===== config.mk =====
export PLATFORM = sky130hd
export DESIGN_NAME = i2c_bit_engine
export DESIGN_NICKNAME = d
export VERILOG_FILES = /design/src/rtl/i2c_pkg.sv /design/src/rtl/i2c_in_filter.sv /design/src/rtl/i2c_bit_engine.sv
export SDC_FILE = /design/constraint.sdc
export NUM_CORES = 1
export LEC_CHECK = 0
export ABC_AREA = 1
export ABC_CLOCK_PERIOD_IN_PS = 3000
export BUFFER_PORTS_ARGS = -buffer_cell sky130_fd_sc_hd__buf_2
export CAP_MARGIN = 10
export CORE_ASPECT_RATIO = 1.4
export CORE_MARGIN = 5
export CORE_UTILIZATION = 33
export CTS_CLUSTER_SIZE = 16
export DETAILED_ROUTE_END_ITERATION = 8
export PLACE_DENSITY = 0.59
export SYNTH_ARGS = -nofsm -noshare
export SYNTH_HDL_FRONTEND = slang
export SYNTH_SLANG_ARGS = --single-unit
export TNS_END_PERCENT = 100

===== constraint.sdc =====
create_clock -name i_sysclk -period 3 [get_ports i_sysclk]
set_clock_uncertainty 0.2 [all_clocks]
set_input_delay 0.3 -clock i_sysclk [delete_from_list [all_inputs] [get_ports i_sysclk]]
set_output_delay 0.3 -clock i_sysclk [all_outputs]
set_load 0.02 [all_outputs]

===== src/rtl/i2c_pkg.sv =====
// Shared command codes, phase/state encodings and drive tables for the I2C bit engine.
package i2c_pkg;

  localparam logic [3:0] CMD_IDLE    = 4'd0;
  localparam logic [3:0] CMD_START   = 4'd1;
  localparam logic [3:0] CMD_STOP    = 4'd2;
  localparam logic [3:0] CMD_WRITE   = 4'd3;
  localparam logic [3:0] CMD_READ    = 4'd4;
  localparam logic [3:0] CMD_RESTART = 4'd5;

  localparam int unsigned FILT_DEPTH_MIN = 1;
  localparam int unsigned FILT_DEPTH_MAX = 8;

  typedef enum logic [1:0] {PhA = 2'd0, PhB = 2'd1, PhC = 2'd2, PhD = 2'd3} phase_e;

  // Engine state is {cmd, phase}; cmd == CMD_IDLE means idle.
  typedef struct packed {
    logic [3:0] cmd;
    phase_e     phase;
  } state_t;

  localparam state_t StIdle = '{cmd: CMD_IDLE, phase: PhA};

  function automatic logic cmd_valid(input logic [3:0] cmd);
    return (cmd != CMD_IDLE) && (cmd <= CMD_RESTART);
  endfunction

  function automatic phase_e next_phase(input phase_e ph);
    unique case (ph)
      PhA:     return PhB;
      PhB:     return PhC;
      PhC:     return PhD;
      default: return PhA;
    endcase
  endfunction

  // Returns {scl_oen, sda_oen} for a command phase.
  function automatic logic [1:0] phase_drive(input logic [3:0] cmd, input phase_e ph,
                                             input logic d);
    logic [7:0] tbl;
    case (cmd)
      CMD_START:   tbl = 8'b11_11_10_00;
      CMD_RESTART: tbl = 8'b01_11_10_00;
      CMD_STOP:    tbl = 8'b00_10_11_11;
      CMD_WRITE:   tbl = {1'b0, d, 1'b1, d, 1'b1, d, 1'b0, d};
      CMD_READ:    tbl = 8'b01_11_11_01;
      default:     tbl = 8'hff;
    endcase
    unique case (ph)
      PhA:     return tbl[7:6];
      PhB:     return tbl[5:4];
      PhC:     return tbl[3:2];
      default: return tbl[1:0];
    endcase
  endfunction

endpackage


===== src/rtl/i2c_in_filter.sv =====
// Pad input conditioner: 2-flop synchroniser followed by a FILT_DEPTH-sample agreement filter.
module i2c_in_filter
  import i2c_pkg::*;
#(
  parameter int unsigned FILT_DEPTH = 3
) (
  input  logic sysclk_i,
  input  logic reset_i,
  input  logic pad_i,
  output logic filt_o
);

  localparam int unsigned CntW = $clog2(FILT_DEPTH_MAX + 1);

  logic [1:0]      sync_q;
  logic            filt_q, filt_d;
  logic [CntW-1:0] cnt_q, cnt_d;

  always_comb begin
    filt_d = filt_q;
    cnt_d  = '0;
    // Count consecutive samples disagreeing with the output; flip once FILT_DEPTH agree.
    if (sync_q[1] != filt_q) begin
      if (cnt_q == CntW'(FILT_DEPTH - 1)) begin
        filt_d = sync_q[1];
      end else begin
        cnt_d = cnt_q + 1'b1;
      end
    end
  end

  always_ff @(posedge sysclk_i) begin
    if (reset_i) begin
      sync_q <= 2'b11;
      filt_q <= 1'b1;
      cnt_q  <= '0;
    end else begin
      sync_q <= {sync_q[0], pad_i};
      filt_q <= filt_d;
      cnt_q  <= cnt_d;
    end
  end

  assign filt_o = filt_q;

endmodule


===== src/rtl/i2c_bit_engine.sv =====
// I2C bit-level engine: START/RESTART/STOP/WRITE/READ in four prescaled phases.
// Optional clock stretching is enabled by defining I2C_CLK_STRETCH_EN.
module i2c_bit_engine
  import i2c_pkg::*;
#(
  parameter int unsigned PRESC_W    = 16,
  parameter int unsigned FILT_DEPTH = 3
) (
  input  logic               i_sysclk,
  input  logic               i_reset,
  input  logic               i_enable,
  input  logic [PRESC_W-1:0] i_prescale,
  input  logic [3:0]         i_cmd,
  input  logic               i_din,
  output logic               o_cmd_ready,
  output logic               o_cmd_ack,
  output logic               o_dout,
  output logic               o_busy,
  output logic               o_arblost,
  input  logic               i_scl,
  input  logic               i_sda,
  output logic               o_scl_oen,
  output logic               o_sda_oen
);

  state_t             state_q, state_d;
  logic [PRESC_W-1:0] cnt_q, cnt_d, presc_q, presc_d;
  logic               din_q, din_d, dout_q, dout_d, busy_q, busy_d;
  logic               scl_oen_q, scl_oen_d, sda_oen_q, sda_oen_d;
  logic               sda_prev_q;
  logic               scl_f, sda_f;
  logic               idle, hold, expire, arb_loss, done, accept;

  i2c_in_filter #(.FILT_DEPTH(FILT_DEPTH)) u_scl_filt (
    .sysclk_i(i_sysclk),
    .reset_i (i_reset),
    .pad_i   (i_scl),
    .filt_o  (scl_f)
  );

  i2c_in_filter #(.FILT_DEPTH(FILT_DEPTH)) u_sda_filt (
    .sysclk_i(i_sysclk),
    .reset_i (i_reset),
    .pad_i   (i_sda),
    .filt_o  (sda_f)
  );

  assign idle = (state_q.cmd == CMD_IDLE);

`ifdef I2C_CLK_STRETCH_EN
  // Hold the phase counter while a slave keeps SCL low in a phase where we release it.
  assign hold = !idle && !scl_f &&
                ((state_q.phase == PhB) || (state_q.phase == PhC) ||
                 ((state_q.cmd == CMD_START) && (state_q.phase == PhA)));
`else
  assign hold = 1'b0;
`endif

  assign expire = !idle && !hold && (cnt_q == presc_q);

  always_comb begin
    arb_loss = 1'b0;
    case (state_q.cmd)
      CMD_WRITE:   arb_loss = ((state_q.phase == PhB) || (state_q.phase == PhC)) && din_q && !sda_f;
      CMD_START:   arb_loss = ((state_q.phase == PhA) || (state_q.phase == PhB)) &&
                              (!sda_f || !scl_f);
      CMD_RESTART: arb_loss = (state_q.phase == PhB) && !sda_f;
      CMD_STOP:    arb_loss = ((state_q.phase == PhC) || (state_q.phase == PhD)) && !sda_f;
      default:     arb_loss = 1'b0;
    endcase
  end

  assign done        = expire && (state_q.phase == PhD) && !arb_loss;
  assign o_cmd_ready = i_enable && (idle || done);
  assign o_cmd_ack   = i_enable && !i_reset && done;
  assign o_arblost   = i_enable && !i_reset && arb_loss;
  assign accept      = o_cmd_ready && cmd_valid(i_cmd);

  always_comb begin
    state_d   = state_q;
    cnt_d     = cnt_q;
    presc_d   = presc_q;
    din_d     = din_q;
    dout_d    = dout_q;
    scl_oen_d = scl_oen_q;
    sda_oen_d = sda_oen_q;
    busy_d    = busy_q;

    if (scl_f && sda_prev_q && !sda_f) begin
      busy_d = 1'b1;
    end else if (scl_f && !sda_prev_q && sda_f) begin
      busy_d = 1'b0;
    end

    if (!idle) begin
      if (arb_loss) begin
        state_d   = StIdle;
        scl_oen_d = 1'b1;
        sda_oen_d = 1'b1;
      end else if (expire) begin
        cnt_d = '0;
        if ((state_q.phase == PhC) &&
            ((state_q.cmd == CMD_WRITE) || (state_q.cmd == CMD_READ))) begin
          dout_d = sda_f;
        end
        // On completion the pads keep their phase-D drive.
        if (state_q.phase == PhD) begin
          state_d = StIdle;
        end else begin
          state_d.phase            = next_phase(state_q.phase);
          {scl_oen_d, sda_oen_d}   = phase_drive(state_q.cmd, next_phase(state_q.phase), din_q);
        end
      end else if (!hold) begin
        cnt_d = cnt_q + 1'b1;
      end
    end

    if (accept) begin
      state_d                = '{cmd: i_cmd, phase: PhA};
      cnt_d                  = '0;
      presc_d                = i_prescale;
      din_d                  = i_din;
      {scl_oen_d, sda_oen_d} = phase_drive(i_cmd, PhA, i_din);
    end
  end

  always_ff @(posedge i_sysclk) begin
    if (i_reset) begin
      sda_prev_q <= 1'b1;
    end else begin
      sda_prev_q <= sda_f;
    end
  end

  always_ff @(posedge i_sysclk) begin
    if (i_reset || !i_enable) begin
      state_q   <= StIdle;
      cnt_q     <= '0;
      presc_q   <= '0;
      din_q     <= 1'b1;
      dout_q    <= 1'b1;
      busy_q    <= 1'b0;
      scl_oen_q <= 1'b1;
      sda_oen_q <= 1'b1;
    end else begin
      state_q   <= state_d;
      cnt_q     <= cnt_d;
      presc_q   <= presc_d;
      din_q     <= din_d;
      dout_q    <= dout_d;
      busy_q    <= busy_d;
      scl_oen_q <= scl_oen_d;
      sda_oen_q <= sda_oen_d;
    end
  end

  assign o_dout    = dout_q;
  assign o_busy    = busy_q;
  assign o_scl_oen = scl_oen_q;
  assign o_sda_oen = sda_oen_q;

endmodule


Word-level counts from Yosys, hierarchy flattened. Cells that the tools add are included.

Bits in registers: 58. Latch bits: 0. Memory bits (writable): 0. Bits in read-only memories: 0. Input bits: 26. Output and inout bits: 7. Word-level logic and storage cells: 125. Memories kept: 0.

Add/subtract/negate cells: 3. Multipliers: 0. Div/mod/pow operators: 0. $lt $le $gt $ge: 1. Equal/unequal tests: 22. Shift-type cells: 0. Mux-type cells: 28. Bitwise operators: 4. Reductions and logical operators: 51.

Operators by type and width (number): $pmux 8 s5 (2); $eq 4x2->1 const B (6); $mux 6 (4); $logic_and 1x1->1 (19); $add 16x1->16 const B (1); $eq 16x16->1 (1); $eq 4x3->1 const B (4); $mux 16 (1); $mux 1 (12); $pmux 2 s3 (2); $mux 2 (5); $add 4x1->4 const B (2); $eq 4x1->1 const B (2); $reduce_and 2->1 (4); $logic_not 1->1 (7); $logic_or 1x1->1 (7); $eq 2x2->1 const B (3); $reduce_and 3->1 (2); $reduce_bool 3->1 (2); $reduce_or 3->1 (2); $eq 2x1->1 const B (2); $le 4x3->1 const B (1); $logic_not 2->1 (2); $logic_not 4->1 (1); 10 further kinds (15).

Depth between registers and ports, before layout. Gate-level depths: netlist of run 1.

Depth after elaboration: 14. Gate-level depth with buffers: 16. Mapped depth without buffers: 16.

Modules after synthesis. From an unflattened synthesis of run 1, not the netlist that was laid out.

Cells, all modules: 456. Area total of the unflattened synthesis: 3264.4 µm².

Modules (own cells, without submodules): i2c_bit_engine (times used 1, cells an instance 394, area each 2693.8 µm², sequential area each 880.8 µm²); i2c_in_filter (times used 2, cells an instance 31, area each 285.3 µm², sequential area each 140.1 µm²).

Least setup slack after synthesis of run 1. OpenSTA, ideal clock, no wires.

Path type: register to register. From: register state_q[0] in the netlist's numbering. To: register presc_q[0]. Setup time: 116 ps. Arrival: 1829 ps. Required time: 2684 ps. Slack: 854 ps. Stages on the path, launching flop included: 16. Buffers on the path: 1. Clock period less this slack: 2146 ps. Cells stage by stage: dfxtp_1 -> inv_1 -> ha_1 -> inv_1 -> nand2_1 -> nand3_1 -> nand2_1 -> nor2_2 -> nor2_2 -> nor2_2 -> nand3_2 -> nand2_2 -> nand3_4 -> buf_6 -> o21ai_1 -> a21oi_1.

Cells in the longest elaborated chain, start to end: 10. Elaborated cells on any way between the ends: 19. Those cells by class: 3 x eq/ne; 1 x mux; 15 x reduce/logical.

Ends and longest elaborated chain: start: declaration (RTL line i2c_bit_engine.sv:26) `state_t state_q, state_d;`; start signal: assignment (RTL line i2c_bit_engine.sv:137) `state_q <= StIdle;`; start signal: assignment (RTL line i2c_bit_engine.sv:146) `state_q <= state_d;`; $eq 2x1->1 or $eq 2x2->1 (tied branches); $logic_or 1x1->1 (RTL line i2c_bit_engine.sv:64) `CMD_WRITE: arb_loss = ((state_q.phase == PhB) || (state_q.phase == PhC)) && din_q && !sda_f;`; $logic_and 1x1->1 (2 in a row) (RTL line i2c_bit_engine.sv:64); $pmux 1 s4 (RTL line i2c_bit_engine.sv:63) `case (state_q.cmd)`; $logic_not 1->1 (RTL line i2c_bit_engine.sv:73) `assign done = expire && (state_q.phase == PhD) && !arb_loss;`; $logic_and 1x1->1 (*) (RTL line i2c_bit_engine.sv:73); $logic_or 1x1->1 (*) (RTL line i2c_bit_engine.sv:74) `assign o_cmd_ready = i_enable && (idle || done);`; $logic_and 1x1->1 (*) (RTL line i2c_bit_engine.sv:74); $logic_and 1x1->1 (*) (RTL line i2c_bit_engine.sv:77) `assign accept = o_cmd_ready && cmd_valid(i_cmd);`; end signal: assignment (RTL line i2c_bit_engine.sv:148) `presc_q <= presc_d;`; end: declaration (RTL line i2c_bit_engine.sv:27) `logic [PRESC_W-1:0] cnt_q, cnt_d, presc_q, presc_d;`.

Mark *: on every way between the ends. The rest lies on a longest branch, timed or not. A chain may end at the register's enable or synchronous reset.

Worst setup path after layout of run 1.
From: register state_q[0] in the netlist's numbering. To: register cnt_q[10].

Cells in the longest elaborated chain, start to end: 11. Elaborated cells on any way between the ends: 22. Those cells by class: 3 x eq/ne; 1 x mux; 1 x bitwise; 17 x reduce/logical.

Ends and longest elaborated chain: $eq 2x1->1 or $eq 2x2->1 (tied branches); $logic_or 1x1->1 (RTL line i2c_bit_engine.sv:64); $logic_and 1x1->1 (2 in a row) (RTL line i2c_bit_engine.sv:64); $pmux 1 s4 (RTL line i2c_bit_engine.sv:63); $logic_not 1->1 (RTL line i2c_bit_engine.sv:73); $logic_and 1x1->1 (RTL line i2c_bit_engine.sv:73); $logic_or 1x1->1 (RTL line i2c_bit_engine.sv:74); $logic_and 1x1->1 (RTL line i2c_bit_engine.sv:74); $logic_and 1x1->1 (RTL line i2c_bit_engine.sv:77); $reduce_or 2->1 (no line); end signal: assignment (RTL line i2c_bit_engine.sv:147) `cnt_q <= cnt_d;`; end: declaration (RTL line i2c_bit_engine.sv:27).

Parallel ways exist; a longest one is shown, timed or not.

==> results.py, run 1 <==
metrics = {
    "yosys": {
        "synth.distinct_cells": 42,
        "ys_top_cells_by_area": "dfxtp_1, nand2_1, inv_1",
        "ys_ff_latch": 58,
        "synth_top_cell_area_share_pct": 35.29,
        "async_reset_ff_share_pct": 0,
        "synth_cells": 461,
        "ys_warn_count": 0,
        "yosysSeqAreaShare_pct": 35.29,
        "synth_nets": 497,
        "synth_edf_count": 0,
        "synthFlopType": "dfxtp_1",
        "synth_top_area_cell": "dfxtp_1",
        "synth.avg_cell_area_sq_um": 7.138,
        "syn_area_sq_um": 3291,
    },
    "global_route": {
        "grt_pass1_vias": 2896,
        "use_met2_pct": 25.29,
        "use_met1_pct": 16.45,
        "grt_use_total_pct": 14.51,
        "grt_overflow": 0,
        "grt_antenna_before_repair": 0,
        "top_usage_layer": "met2",
        "grt_max_degree": 37,
        "grt_pass1_wl_microns": 13700,
        "met3_usage_pct": 2.760,
    },
    "worst_hold_path": {
        "hold_end": "presc_q[14]$_SDFFE_PP0N_",
        "min_path_type": "input port to flip-flop",
        "min-delay-start": "i_prescale[14]",
        "worstHoldPathCells": 3,
    },
    "detailed_routing": {
        "dr_total_vias": 3059,
        "vias_per_cell": 4.780,
        "drcViolationCount": 0,
        "wl_per_cell_microns": 12.77,
        "drtIter0Drc": 88,
        "firstDrtPassIters": 5,
        "antenna_left": 0,
        "routed_wl_microns": 8172,
    },
    "sta": {
        "rsz0062_at_grt": "false",
        "report.final.slew_viol_count": 0,
        "slew_headroom_pct": 65.18,
        "tns_ns": 0,
        "min_period_over_period_pct": 89.53,
        "max_freq_mhz": 372.3,
        "timing.hold.ws_ns": 0.01740,
        "finalCriticalPeriod_ns": 2.686,
        "tightest_slew_ns": 0.5157,
        "hold_viol_final": 0,
        "worst_slack_ns": 0.3140,
        "finalSetupViolCount": 0,
    },
    "cells_and_area": {
        "fin_util_pct": 39.70,
        "diodes": 0,
        "nets": 536,
        "design_area_sq_um": 3909,
        "stdcell_count": 640,
        "drive_gt1_share_pct": 16.44,
        "area_growth_pct": 18.78,
    },
    "setup_path": {
        "path_class": "flip-flop to flip-flop",
        "required_ns": 3.01,
        "r2r.worst_path.cells": 14,
        "crit_fanout": 36,
        "r2r_slack_ns": 0.31,
        "r2r-end": "cnt_q[10]$_SDFFE_PP0P_",
        "worstReg2RegStart": "state_q[0]$_SDFFE_PP0P_",
        "critPathLaunchType": "flip-flop",
        "arrival_ns": 2.70,
        "end_kind": "flip-flop",
    },
    "placed_design": {
        "port_buffers": 32,
        "dp_hpwl_microns": 6312,
        "place_ws_ns": 0.3504,
        "placed_cell_area_sq_um": 3562,
        "dp_cells": 622,
        "gp_congestion": 0.8984,
    },
    "pwr": {
        "combinationalPowerShare_pct": 7.2,
        "p_seq_share_pct": 38.3,
        "vdd_drop_max_mv": 0.2773,
        "p_total_mw": 2.065,
        "p_leak_nw": 1.608,
        "p_int_mw": 1.569,
        "netSwitchingFraction_pct": 24.01,
        "power.switching_mw": 0.4956,
        "power.share.clock_pct": 54.4,
        "power.density_nw_per_um2": 528.2,
    },
    "clocking": {
        "root_buffer": "clkbuf_16",
        "cts_setup_buffers": 0,
        "path_clk_slew_ns": 0.06,
        "htree_levels": 3,
        "clockBufferDepth": 2,
        "clock_latency_ns": 0.33,
        "numCtsBuffers": 9,
        "cts_tree": "done",
        "clock_sinks": 58,
    },
    "die": {
        "start_util_pct": 33.42,
        "die_area_sq_um": 12100,
        "io_pins": 33,
        "die_w_microns": 94.40,
        "coreArea_sq_um": 9846,
        "core.rowCount": 43,
        "die_height_microns": 128.2,
    },
    "status": {
        "status": "complete, no violations",
    },
    "job": {
        "maxCapViolCount": 0,
    },
}
-- sequential cells by signal (all words and copies together) (netlist names) --
register and count:
sda_prev_q 1, state_q 6, u_sda_filt.cnt_q 4, o_sda_oen 1
o_busy 1, u_scl_filt.cnt_q 4, u_sda_filt.filt_o 1, o_dout 1
u_sda_filt.sync_q 2, cnt_q 16, u_scl_filt.sync_q 2, presc_q 16
din_q 1, u_scl_filt.filt_o 1, o_scl_oen 1
-- cell usage in the layout (no fill, tap or decap), drive strengths merged, types with 2 or more instances in the layout --
cell / n
xor2: 16
nand2: 120
bufinv: 2
nor3: 16
a21oi: 34
ha: 10
xnor2: 6
nand3: 39
o21ai: 16
nor4b: 2
buf: 35
or2: 4
clkbuf: 9
nor2: 46
nand3b: 5
clkinv: 4
clkinvlp: 2
o311ai: 2
o211ai: 4
and2: 2
inv: 55
dfxtp: 58
nor4: 4
dlygate4sd3: 2
nand4: 6
-- cells in the mapped netlist, types with 2 or more instances --
cell / number
nand2_1: 115
dfxtp_1: 58
inv_1: 49
nor2_1: 38
nand3_1: 36
a21oi_1: 34
xor2_1: 16
nor3_1: 12
o21ai_1: 11
ha_1: 10
buf_6: 6
nand4_1: 6
nor2_2: 6
xnor2_1: 6
inv_2: 5
nand3b_1: 5
o21ai_0: 5
nor4_1: 4
or2_2: 4
nand2_2: 3
o211ai_1: 3
and2_1: 2
clkbuf_1: 2
nand3_2: 2
nor2_4: 2
nor3_2: 2
nor3_4: 2
nor4b_1: 2
o311ai_0: 2
-- area by class of cell --
type	count	area (sq um)
inverters	56	211.5
repair buffers	37	202.7
flip-flops and latches	58	1161
multi-input cells	338	1838
well taps	135	168.9
clock inverters	7	101.3
clock buffers	9	225.2
fillers	1059	5937
-- cells by family after synthesis --
group                    count (synthesis)  share of synthesized area [%]
buffers and inverters                   65                          8.859
XOR/XNOR                                22                          5.855
adder cells (fa/ha/maj)                 10                          3.802
flip-flops                              58                          35.29
AND/OR/NAND/NOR                        247                          36.31
AO/OA/AOI/OAI                           59                          9.886
-- power by group through the flow --
stage | Sequential [mW] | Clock (mW) | Combinational, mW
after CTS | 0.791 | 1.14 | 0.150
final | 0.792 | 1.12 | 0.149
after global routing | 0.792 | 1.19 | 0.169
after floorplan | 0.807 | 0 | 0.106
after global placement | 0.808 | 0 | 0.146
after detailed placement | 0.808 | 0 | 0.148
-- worst max-delay path, stage by stage (launching register included) --
cell	delay, ns
dfxtp_1	0.42
inv_1	0.09
ha_1	0.26
inv_1	0.11
nand2_1	0.06
nand3_1	0.08
nand2_1	0.06
nor2_2	0.09
nor2_2	0.07
nor2_2	0.11
nand3_2	0.09
nand2_2	0.11
nand3_4	0.34
nand2_2	0.36
nor3_1	0.10
-- repair_timing --
item                      in CTS  in global routing
resized for setup              0                  0
hold buffers                   2                  0
hold endpoints to repair       2                  0
-- metal layers --
metal  vias to the layer above  wire length (microns)  part of all wire, %
met5                         -                      0                    0
met4                         0                    277                  3.4
met3                        17                    275                  3.4
met2                        51                   4191                   51
met1                      1406                   3428                   42
li1                       1585                      -                    -
-- worst max-delay path by stage --
| stage | startpoint | end | slack [ns] | depth (start not counted) |
|---|---|---|---|---|
| finish | state_q[0]$_SDFFE_PP0P_ | cnt_q[10]$_SDFFE_PP0P_ | 0.31 | 14 |
| floorplan | state_q[0]$_SDFFE_PP0P_ | presc_q[0]$_SDFFE_PP0N_ | 0.85 | 15 |
| detailed placement | state_q[0]$_SDFFE_PP0P_ | cnt_q[10]$_SDFFE_PP0P_ | 0.35 | 14 |
| global placement | state_q[0]$_SDFFE_PP0P_ | cnt_q[10]$_SDFFE_PP0P_ | 0.44 | 14 |
| global route | state_q[0]$_SDFFE_PP0P_ | presc_q[15]$_SDFFE_PP0N_ | 0.02 | 15 |
| CTS | state_q[0]$_SDFFE_PP0P_ | cnt_q[10]$_SDFFE_PP0P_ | 0.33 | 14 |
No activity file was read; power rests on OpenSTA's default activity.
==> run 2: changes to the inputs <==
- CORE_UTILIZATION: 33 -> 55
- PLACE_DENSITY: 0.59 -> 0.84
- SYNTH_HIERARCHICAL: default -> 1
==> run 2 against run 1 <==
  * Via count is 1.4% higher
  * Largest cell class unchanged
  * First-iteration DRC count is 93% higher
  * Sequential power hardly changed
  * Count of clock-buffer cells in the layout is 5 higher
  * Highest routed layer unchanged
==> results.py, run 2 <==
metrics = {
    "pwr": {
        "netSwitchingFraction_pct": 23.83,
        "power.share.clock_pct": 43.6,
        "combinationalPowerShare_pct": 8.9,
        "p_seq_share_pct": 47.5,
        "p_int_mw": 1.268,
        "p_total_mw": 1.664,
        "vdd_drop_max_mv": 0.3539,
        "p_leak_nw": 1.607,
        "power.density_nw_per_um2": 445.4,
        "power.switching_mw": 0.3966,
    },
    "cells_and_area": {
        "area_growth_pct": 14.49,
        "design_area_sq_um": 3737,
        "final_common_cell": "nand2_1",
        "most-common-layout-cells": "nand2_1, dfxtp_1, nor2_1, inv_1, nand3_1",
        "fin_util_pct": 64.20,
        "nets": 537,
        "top_regs": "cnt_q: 16 flops, presc_q: 16 flops, state_q: 6 flops",
        "drive_gt1_share_pct": 17.00,
        "fillCellCount": 513,
        "diodes": 0,
        "stdcell_count": 576,
    },
    "setup_path": {
        "crit_fanout": 15,
        "end_kind": "flip-flop",
        "required_ns": 3.03,
        "path_class": "flip-flop to flip-flop",
        "r2r_slack_ns": 0.31,
        "r2r.worst_path.cells": 16,
        "critPathLaunchType": "flip-flop",
        "arrival_ns": 2.72,
    },
    "sta": {
        "min_period_over_period_pct": 89.60,
        "worst_slack_ns": 0.3119,
        "slew_headroom_pct": 61.52,
        "hold_viol_final": 0,
        "report.final.slew_viol_count": 0,
        "rsz0062_at_grt": "false",
        "timing.hold.ws_ns": 0.01769,
        "finalCriticalPeriod_ns": 2.688,
        "finalSetupViolCount": 0,
        "max_freq_mhz": 372.0,
        "tightest_slew_ns": 0.5700,
        "tns_ns": 0,
    },
    "clocking": {
        "clockBufferDepth": 2,
        "htree_levels": 3,
        "path_clk_slew_ns": 0.06,
        "cts.repair.resized": 0,
        "clock_latency_ns": 0.34,
        "clock_sinks": 58,
        "cts_setup_buffers": 0,
        "ctsHoldBuffers": 9,
        "cts_tree": "done",
        "numCtsBuffers": 9,
        "root_buffer": "clkbuf_8",
    },
    "yosys": {
        "synth_cells": 456,
        "ys_top_cells_by_area": "dfxtp_1, nand2_1, nor2_1",
        "synth_edf_count": 0,
        "synth_top_area_cell": "dfxtp_1",
        "yosysSeqAreaShare_pct": 35.57,
        "ys_ff_latch": 58,
        "synth_commonest_cells": "nand2_1, dfxtp_1, nor2_1, inv_1, nand3_1",
        "synth.distinct_cells": 43,
        "async_reset_ff_share_pct": 0,
        "yosysMostFrequentCell": "nand2_1",
        "syn_area_sq_um": 3264,
        "ys_warn_count": 6,
        "synth_top_cell_area_share_pct": 35.57,
        "synth.avg_cell_area_sq_um": 7.159,
        "synthFlopType": "dfxtp_1",
        "synth_nets": 492,
    },
    "detailed_routing": {
        "wl_per_cell_microns": 13.39,
        "drtIter0Drc": 170,
        "vias_per_cell": 5.387,
        "firstDrtPassIters": 4,
        "drcViolationCount": 0,
        "dr_total_vias": 3103,
        "routed_wl_microns": 7713,
        "antenna_left": 0,
    },
    "die": {
        "die_area_sq_um": 7598,
        "start_util_pct": 56.07,
        "io_pins": 33,
        "die_height_microns": 101.2,
        "die_w_microns": 75.11,
        "core.rowCount": 33,
        "coreArea_sq_um": 5822,
    },
    "placed_design": {
        "dp_hpwl_microns": 5832,
        "place_ws_ns": 0.3338,
        "gp_congestion": 0.9110,
        "dp_cells": 551,
        "placed_cell_area_sq_um": 3450,
        "port_buffers": 32,
    },
    "global_route": {
        "grt_pass1_vias": 2966,
        "grt_antenna_before_repair": 0,
        "grt_use_total_pct": 22.07,
        "grt_pass1_wl_microns": 12730,
        "grt_overflow": 0,
        "grt_max_degree": 18,
    },
    "worst_hold_path": {
        "worstHoldPathCells": 3,
        "min_path_type": "input port to flip-flop",
    },
    "job": {
        "maxCapViolCount": 0,
    },
    "status": {
        "status": "complete, no violations",
    },
}
run 2: layout make-up:
| type | count | area (sq um) | share of cell area (%) |
|---|---|---|---|
| Clock buffer | 14 | 162.7 | 4.352 |
| Timing Repair Buffer | 44 | 272.8 | 7.298 |
| Sequential cell | 58 | 1161 | 31.07 |
| Multi-Input combinational cell | 340 | 1838 | 49.18 |
| Tap cell | 70 | 87.58 | 2.343 |
| Clock inverter | 2 | 35.03 | 0.9374 |
| Inverter | 48 | 180.2 | 4.821 |
run 2: cell families after synthesis:
logic type / synth area share, %
buffers and inverters: 8.125
flip-flops: 35.57
adder cells (fa/ha/maj): 3.833
AO/OA/AOI/OAI: 9.774
XOR/XNOR: 5.902
AND/OR/NAND/NOR: 36.80
run 2: worst paths after layout:
path	to	start
worst max register to register	cnt_q[6]$_SDFFE_PP0P_	state_q[0]$_SDFFE_PP0P_
worst max-delay path	cnt_q[6]$_SDFFE_PP0P_	state_q[0]$_SDFFE_PP0P_
worst min register to register	u_scl_filt/sync_q[1]$_SDFF_PP1_	u_scl_filt/sync_q[0]$_SDFF_PP1_
worst min-delay path	presc_q[11]$_SDFFE_PP0N_	i_prescale[11]
run 2: critical path, stage by stage (launching register included):
cell,delay [ns]
dfxtp_1,0.40
inv_1,0.10
ha_1,0.26
inv_1,0.10
nand2_1,0.06
nand3_1,0.07
nand2_1,0.05
nor2_1,0.07
nor2_1,0.06
nor2_2,0.12
nand3_2,0.12
nand2_2,0.11
nand3_2,0.26
nand2_2,0.37
nor2_4,0.07
inv_2,0.11
nor2_1,0.04
run 2: metal layers:
metal | track usage [%] | vias up | routed length, microns
met5 | 0 | - | 0
met4 | 13.01 | 0 | 273
met3 | 4.369 | 26 | 222
met2 | 40.47 | 70 | 4310
met1 | 22.18 | 1439 | 2908
li1 | - | 1568 | -
run 2: power by group through the flow:
| stage | logic [mW] | clock network, mW | registers, mW |
|---|---|---|---|
| after floorplan | 0.0990 | 0 | 0.806 |
| after global placement | 0.133 | 0 | 0.807 |
| after detailed placement | 0.136 | 0 | 0.808 |
| after CTS | 0.146 | 0.739 | 0.791 |
| after global routing | 0.165 | 0.778 | 0.791 |
| final | 0.147 | 0.726 | 0.791 |
